## src/rtl/p2_pkg.sv

```systemverilog
// Shared types and constants for the P2 RAM arbiter slice.
// Holds the access FSM state enum, port ids and the RAM size.
package p2_pkg;

   typedef enum logic [1:0] {
      IDLE = 2'd0,
      CMD  = 2'd1,
      DATA = 2'd2,
      ACK  = 2'd3
   } state_t;

   localparam logic PORT_CPU = 1'b0;
   localparam logic PORT_VID = 1'b1;

   localparam int RAM_BYTES = 524288;

endpackage

```

## src/rtl/p2_mem_arb_if.sv

```systemverilog
// CPU, video and RAM bus bundle for p2_mem_arb.
// slave: arbiter view. master: requesters + RAM view.
interface p2_mem_arb_if #(
   parameter int ADDR_W = 23
) ();

   logic              cpu_req;
   logic [ADDR_W-1:0] cpu_addr;
   logic              cpu_rw_n;
   logic [1:0]        cpu_be_n;
   logic [15:0]       cpu_wdata;
   logic              cpu_ack;
   logic [15:0]       cpu_rdata;

   logic              vid_req;
   logic [ADDR_W-1:0] vid_addr;
   logic              vid_ack;
   logic [15:0]       vid_rdata;

   logic              mem_go_n;
   logic [ADDR_W-1:0] mem_addr;
   logic              mem_rw_n;
   logic              mem_wel_n;
   logic              mem_weu_n;
   logic [15:0]       mem_wdata;
   logic [15:0]       mem_rdata;

   modport slave (
      input  cpu_req, cpu_addr, cpu_rw_n,
      input  cpu_be_n, cpu_wdata,
      output cpu_ack, cpu_rdata,
      input  vid_req, vid_addr,
      output vid_ack, vid_rdata,
      output mem_go_n, mem_addr, mem_rw_n,
      output mem_wel_n, mem_weu_n, mem_wdata,
      input  mem_rdata
   );

   modport master (
      output cpu_req, cpu_addr, cpu_rw_n,
      output cpu_be_n, cpu_wdata,
      input  cpu_ack, cpu_rdata,
      output vid_req, vid_addr,
      input  vid_ack, vid_rdata,
      input  mem_go_n, mem_addr, mem_rw_n,
      input  mem_wel_n, mem_weu_n, mem_wdata,
      output mem_rdata
   );

endinterface

```

## src/rtl/p2_arb_rr.sv

```systemverilog
// 2-way grant picker: req[1:0] in, one-hot gnt[1:0] out, upd latches.
// Round-robin by default; P2_ARB_VIDEO_PRIO_EN gives video fixed priority.
module p2_arb_rr
   import p2_pkg::*;
(
   input  logic       clk,
   input  logic       reset_n,
   input  logic [1:0] req,
   input  logic       upd,
   output logic [1:0] gnt
);

`ifdef P2_ARB_VIDEO_PRIO_EN

   assign gnt[PORT_VID] = req[PORT_VID];
   assign gnt[PORT_CPU] = req[PORT_CPU] & ~req[PORT_VID];

   logic unused_rr;
   assign unused_rr = &{1'b0, clk, reset_n, upd};

`else

   // port that won the previous access; the other one wins a tie
   logic last;

   assign gnt[PORT_CPU] = req[PORT_CPU] &
                          (~req[PORT_VID] | last);
   assign gnt[PORT_VID] = req[PORT_VID] &
                          (~req[PORT_CPU] | ~last);

   always_ff @(posedge clk or negedge reset_n) begin
      if (!reset_n) begin
         last <= PORT_VID;
      end else if (upd) begin
         last <= gnt[PORT_VID];
      end
   end

`endif

endmodule

```

## src/rtl/p2_mem_arb.sv

```systemverilog
// Shares one RAM port between CPU and video; 4-cycle access sequence.
// Ports: clk, reset_n, bus (p2_mem_arb_if.slave). Option: P2_ARB_VIDEO_PRIO_EN.
module p2_mem_arb
   import p2_pkg::*;
#(
   parameter int ADDR_W = 23
) (
   input logic         clk,
   input logic         reset_n,
   p2_mem_arb_if.slave bus
);

   state_t            state;
   logic              win;
   logic [1:0]        req;
   logic [1:0]        gnt;
   logic              upd;

   logic              go_n_q;
   logic [ADDR_W-1:0] addr_q;
   logic              rw_n_q;
   logic              wel_n_q;
   logic              weu_n_q;
   logic [15:0]       wdata_q;
   logic              cpu_ack_q;
   logic              vid_ack_q;
   logic [15:0]       cpu_rdata_q;
   logic [15:0]       vid_rdata_q;

   assign req = {bus.vid_req, bus.cpu_req};
   assign upd = (state == IDLE) && (|req);

   p2_arb_rr u_arb (
      .clk     (clk),
      .reset_n (reset_n),
      .req     (req),
      .upd     (upd),
      .gnt     (gnt)
   );

   always_ff @(posedge clk or negedge reset_n) begin
      if (!reset_n) begin
         state       <= IDLE;
         win         <= PORT_CPU;
         go_n_q      <= 1'b1;
         addr_q      <= '0;
         rw_n_q      <= 1'b1;
         wel_n_q     <= 1'b1;
         weu_n_q     <= 1'b1;
         wdata_q     <= '0;
         cpu_ack_q   <= 1'b0;
         vid_ack_q   <= 1'b0;
         cpu_rdata_q <= '0;
         vid_rdata_q <= '0;
      end else begin
         unique case (state)
            IDLE: begin
               if (|req) begin
                  state  <= CMD;
                  go_n_q <= 1'b0;
                  unique case (1'b1)
                     gnt[PORT_CPU]: begin
                        win     <= PORT_CPU;
                        addr_q  <= bus.cpu_addr;
                        rw_n_q  <= bus.cpu_rw_n;
                        // strobes only fall on writes
                        wel_n_q <= bus.cpu_rw_n | bus.cpu_be_n[0];
                        weu_n_q <= bus.cpu_rw_n | bus.cpu_be_n[1];
                        if (!bus.cpu_rw_n) begin
                           wdata_q <= bus.cpu_wdata;
                        end
                     end
                     gnt[PORT_VID]: begin
                        win     <= PORT_VID;
                        addr_q  <= bus.vid_addr;
                        rw_n_q  <= 1'b1;
                        wel_n_q <= 1'b1;
                        weu_n_q <= 1'b1;
                     end
                  endcase
               end
            end
            CMD: begin
               state <= DATA;
            end
            DATA: begin
               state   <= ACK;
               go_n_q  <= 1'b1;
               wel_n_q <= 1'b1;
               weu_n_q <= 1'b1;
               if (win == PORT_VID) begin
                  vid_ack_q <= 1'b1;
                  if (rw_n_q) begin
                     vid_rdata_q <= bus.mem_rdata;
                  end
               end else begin
                  cpu_ack_q <= 1'b1;
                  if (rw_n_q) begin
                     cpu_rdata_q <= bus.mem_rdata;
                  end
               end
            end
            ACK: begin
               state     <= IDLE;
               cpu_ack_q <= 1'b0;
               vid_ack_q <= 1'b0;
            end
            default: begin
               state <= IDLE;
            end
         endcase
      end
   end

   assign bus.mem_go_n  = go_n_q;
   assign bus.mem_addr  = addr_q;
   assign bus.mem_rw_n  = rw_n_q;
   assign bus.mem_wel_n = wel_n_q;
   assign bus.mem_weu_n = weu_n_q;
   assign bus.mem_wdata = wdata_q;
   assign bus.cpu_ack   = cpu_ack_q;
   assign bus.cpu_rdata = cpu_rdata_q;
   assign bus.vid_ack   = vid_ack_q;
   assign bus.vid_rdata = vid_rdata_q;

endmodule

```

## src/flat_wrapper.sv

```systemverilog
// flat-port wrapper written by rule: the top's interface ports become plain ports
module p2_mem_arb_flat import p2_pkg::*;
#(
   parameter int ADDR_W = 23
)
  (clk, reset_n, bus_cpu_req, bus_cpu_addr, bus_cpu_rw_n, bus_cpu_be_n, bus_cpu_wdata, bus_cpu_ack, bus_cpu_rdata, bus_vid_req, bus_vid_addr, bus_vid_ack, bus_vid_rdata, bus_mem_go_n, bus_mem_addr, bus_mem_rw_n, bus_mem_wel_n, bus_mem_weu_n, bus_mem_wdata, bus_mem_rdata);
  p2_mem_arb_if #(.ADDR_W(ADDR_W)) bus_i ();
  input logic clk;
  input logic reset_n;
  input wire logic [$bits(bus_i.cpu_req)-1:0] bus_cpu_req;
  input wire logic [$bits(bus_i.cpu_addr)-1:0] bus_cpu_addr;
  input wire logic [$bits(bus_i.cpu_rw_n)-1:0] bus_cpu_rw_n;
  input wire logic [$bits(bus_i.cpu_be_n)-1:0] bus_cpu_be_n;
  input wire logic [$bits(bus_i.cpu_wdata)-1:0] bus_cpu_wdata;
  output wire logic [$bits(bus_i.cpu_ack)-1:0] bus_cpu_ack;
  output wire logic [$bits(bus_i.cpu_rdata)-1:0] bus_cpu_rdata;
  input wire logic [$bits(bus_i.vid_req)-1:0] bus_vid_req;
  input wire logic [$bits(bus_i.vid_addr)-1:0] bus_vid_addr;
  output wire logic [$bits(bus_i.vid_ack)-1:0] bus_vid_ack;
  output wire logic [$bits(bus_i.vid_rdata)-1:0] bus_vid_rdata;
  output wire logic [$bits(bus_i.mem_go_n)-1:0] bus_mem_go_n;
  output wire logic [$bits(bus_i.mem_addr)-1:0] bus_mem_addr;
  output wire logic [$bits(bus_i.mem_rw_n)-1:0] bus_mem_rw_n;
  output wire logic [$bits(bus_i.mem_wel_n)-1:0] bus_mem_wel_n;
  output wire logic [$bits(bus_i.mem_weu_n)-1:0] bus_mem_weu_n;
  output wire logic [$bits(bus_i.mem_wdata)-1:0] bus_mem_wdata;
  input wire logic [$bits(bus_i.mem_rdata)-1:0] bus_mem_rdata;
  assign bus_i.cpu_req = bus_cpu_req;
  assign bus_i.cpu_addr = bus_cpu_addr;
  assign bus_i.cpu_rw_n = bus_cpu_rw_n;
  assign bus_i.cpu_be_n = bus_cpu_be_n;
  assign bus_i.cpu_wdata = bus_cpu_wdata;
  assign bus_cpu_ack = bus_i.cpu_ack;
  assign bus_cpu_rdata = bus_i.cpu_rdata;
  assign bus_i.vid_req = bus_vid_req;
  assign bus_i.vid_addr = bus_vid_addr;
  assign bus_vid_ack = bus_i.vid_ack;
  assign bus_vid_rdata = bus_i.vid_rdata;
  assign bus_mem_go_n = bus_i.mem_go_n;
  assign bus_mem_addr = bus_i.mem_addr;
  assign bus_mem_rw_n = bus_i.mem_rw_n;
  assign bus_mem_wel_n = bus_i.mem_wel_n;
  assign bus_mem_weu_n = bus_i.mem_weu_n;
  assign bus_mem_wdata = bus_i.mem_wdata;
  assign bus_i.mem_rdata = bus_mem_rdata;
  p2_mem_arb #(.ADDR_W(ADDR_W)) u_core (.clk(clk), .reset_n(reset_n), .bus(bus_i));
endmodule
```

## config.mk

```make
export PLATFORM = sky130hd
export DESIGN_NAME = p2_mem_arb_flat
export DESIGN_NICKNAME = d
export VERILOG_FILES = /design/src/rtl/p2_pkg.sv /design/src/rtl/p2_mem_arb_if.sv /design/src/rtl/p2_arb_rr.sv /design/src/rtl/p2_mem_arb.sv /design/src/flat_wrapper.sv
export SDC_FILE = /design/constraint.sdc
export NUM_CORES = 1
export LEC_CHECK = 0
export CORE_MARGIN = 2
export CORE_UTILIZATION = 40
export DETAILED_ROUTE_END_ITERATION = 10
export GPL_ROUTABILITY_DRIVEN = 0
export HOLD_SLACK_MARGIN = 0.02
export PLACE_DENSITY = 0.91
export REMOVE_ABC_BUFFERS = 1
export SLEW_MARGIN = 20
export SYNTH_ARGS = -nofsm -noshare
export SYNTH_HDL_FRONTEND = slang
export SYNTH_SLANG_ARGS = --single-unit
```

## constraint.sdc

```tcl
create_clock -name clk -period 2.2 [get_ports clk]
set_clock_uncertainty 0.05 [all_clocks]
set_input_delay 0.22 -clock clk [delete_from_list [all_inputs] [get_ports clk]]
set_output_delay 0.22 -clock clk [all_outputs]
set_load 0.05 [all_outputs]
```

==> key figures <==
Final layout
  – End-of-flow core utilization: 64.8%
  – Fillers: 617
  – Layout cell share with drive strength beyond 1: 19.3%
  – Most common cell after layout, fill and taps aside: clkdlybuf4s50_1
  – Fin nets: 529
  – Reg area: 2030 µm²
  – Ant. Diodes: 0
  – Most frequent cells in the layout: clkdlybuf4s50_1 (160), dfrtp_1 (76), a21oi_1 (51), mux2_2 (49), nand2_1 (28)
  – Finished Layout Cells: 551
  – Area Growth Syn to Fin: 59.1%
  – Area of the multi-input gates: 1200 µm²

Critical path
  – Critical R2R Capture: u_core.bus.mem_wdata[11]$_DFFE_PN0P_
  – Buf/Inv on CP: 1
  – Setup slack, reg-to-reg: 320 ps
  – Crit Path Max Fanout: 4
  – Worst stage delay on the critical path: 830 ps
  – CP max stage cell: clkdlybuf4s50_1
  – Worst setup path class: reg -> out
  – Worst Path Arrival: 1720 ps
  – Req. time, crit path: 1930 ps
  – Worst setup EP type: output pin
  – Cells on worst reg2reg path: 6
  – FF-to-FF Start: u_core.state[0]$_DFFE_PN0P_
  – Worst setup startpoint: u_core.bus.mem_rw_n$_DFFE_PN1P_
  – Startpoint type of the worst setup path: register
  – Crit-path leading delay family: buffers and inverters
  – Critical-path cell list: clkdlybuf4s50_1

Job
  – Maxcap violations: 0

Route
  – Drt wl/cell: 15.5 µm
  – Pre-antenna DRT Iters: 4
  – Wire length on met3: 468 µm
  – Drt total wl: 8.55 mm
  – Top Layer Used: met4
  – DR vias: 2694
  – DR WL met2: 4.38 mm
  – Wl on met1: 3.51 mm
  – Starting DRT DRC Count: 60
  – Vias per cell: 4.89
  – Antenna Nets Post-Route: 0
  – DRC viols: 0

Hold path
  – Worst min-delay path class: in -> reg
  – Hold Path Cell Cnt: 3
  – HP Start: bus_cpu_addr[18]
  – WHS Endpoint: u_core.bus.mem_addr[18]$_DFFE_PN0P_

Timing
  – Final Slew Violations: 0
  – Final hold vios: 0
  – RSZ-0062 raised after global routing: no
  – Final Setup Violations: 0
  – Tcrit/Tclk final: 90.5%
  – Fmax: 502 MHz
  – Min Hold Slack: 362 ps
  – Measured slew at the worst slew-check pin: 647 ps
  – Max-Slew Margin vs Limit: 56.9%
  – Fin crit period: 1990 ps
  – Setup TNS: 0 ps

Clock network
  – Clk Latency, worst-skew pair: 330 ps
  – CTS Root Cell: clkbuf_8
  – Clock transition at path regs: 80 ps
  – H-Tree Depth: 3
  – TritonCTS clock tree: built
  – Total clock buffers created by CTS: 9
  – CTS Buffer Depth: 2
  – # Post-CTS Setup Buffers: 0
  – Clock Sinks: 81

Global route
  – First-pass GRT wire length: 13.4 mm
  – Initial antenna violation count: 0
  – Vias in the first global route: 2820
  – Grt ovf: 0
  – Pin count of the biggest net entering global routing: 50
  – Total Routing Usage GR: 19.2%

Place
  – Dpl hpwl: 6.33 mm
  – DP Cell Count: 534
  – # port buffers: 161

Logic synthesis
  – Number of synthesized flops with an enable pin: 0
  – Most used flip-flop cell after synthesis: dfrtp_1
  – Mapped Cells: 275
  – Mapped Area: 3310 µm²
  – FF+latch count, synth: 81
  – Unique masters post-synth: 25
  – Sequential area share after synthesis: 61.4%
  – Synth warn: 0
  – Asr flop ratio synth: 100%
  – Synth Area per Inst: 12.0 µm²

Power and ir drop
  – Max IR drop VDD: 919 µV
  – Pleak: 0.00221 µW
  – PwrDens: 1820 nW/µm²

Floorplan
  – Core area: 8130 µm²
  – Site Rows: 33
  – Starting Density: 40.7%
  – Die Height: 95.0 µm
  – Die area: 9030 µm²
  – I/O pin cnt: 162
  – Die width: 95.0 µm

Status
  – Status: complete, no violations
state kept, by name (all words and copies together) (netlist names):
register	flops
u_core.bus.mem_wel_n	1
u_core.u_arb.last	1
u_core.bus.cpu_rdata	16
u_core.bus.mem_weu_n	1
u_core.bus.vid_rdata	16
u_core.bus.mem_wdata	16
u_core.state	2
u_core.bus.mem_go_n	1
u_core.bus.vid_ack	1
u_core.bus.cpu_ack	1
u_core.win	1
u_core.bus.mem_rw_n	1
u_core.bus.mem_addr	23
synthesized netlist by cell type, drive strengths merged (2+ instances only):
master  instances  area share [%]
a21oi          51             7.7
a22o            3            0.79
buf             9             1.5
clkbuf          6            0.72
dfrtp          76              57
dfstp           5             4.0
ha              3             1.1
inv             3            0.34
mux2           49              17
nand2          28             3.2
nor2           27             3.1
o21a            2            0.45
o21ai           4            0.60
cell families after synthesis:
logic type | share of synthesized area (%)
compound gates | 10.3
fa+ha+maj | 1.13
buf+inv | 2.61
flops | 61.4
mux | 16.7
simple gates | 7.97
worst min-delay path: cells and delay by family:
| kind | cells | cell delay [ps] |
|---|---|---|
| compound gates | 1 | 50 |
| buf+inv | 1 | 390 |
| simple gates | 1 | 50 |
routing by layer:
layer,global-route usage (%),up-vias
li1,-,1278
met4,8.82,0
met1,23.5,1302
met2,32.8,95
met3,4.03,19
met5,0,-
report_power, final:
group          internal (µW)  switching, µW
Combinational           2120           3650
Clock                    558            539
Sequential              2270            428
how the worst max path moves through the flow:
stage	to	slack, ps	cells after the start
finish	bus_mem_rw_n	210	1
CTS	bus_mem_rw_n	180	1
detailed placement	u_core.bus.mem_wdata[11]$_DFFE_PN0P_	270	5
global route	bus_mem_rw_n	150	1
global placement	u_core.bus.mem_wdata[11]$_DFFE_PN0P_	340	5
floorplan	u_core.bus.mem_wdata[0]$_DFFE_PN0P_	340	5
metrics by stage:
step                power (µW)  setup WS (ps)  instance area (µm²)
floorplan                 6450            343                 3240
global placement          8380            337                 5060
detailed placement        8550            272                 5060
CTS                       9660            179                 5270
global route             10000            154                 5270
finish                    9570            208                 5270
what timing repair did:
action,4_1_cts,5_1_grt
endpoints found under the hold margin,43,0
hold buffers,1,0
gates resized for setup,0,0
setup endpoints to repair,0,0
cell type report:
cell class	instances	share of cell area [%]
Clock inverter	6	1.23
Clock buffer	10	2.61
Tap cell	105	2.49
Timing Repair Buffer	170	32.1
Multi-Input combinational cell	176	22.8
Inverter	3	0.214
Sequential cell	81	38.6
(Power assumes the default switching activity.)
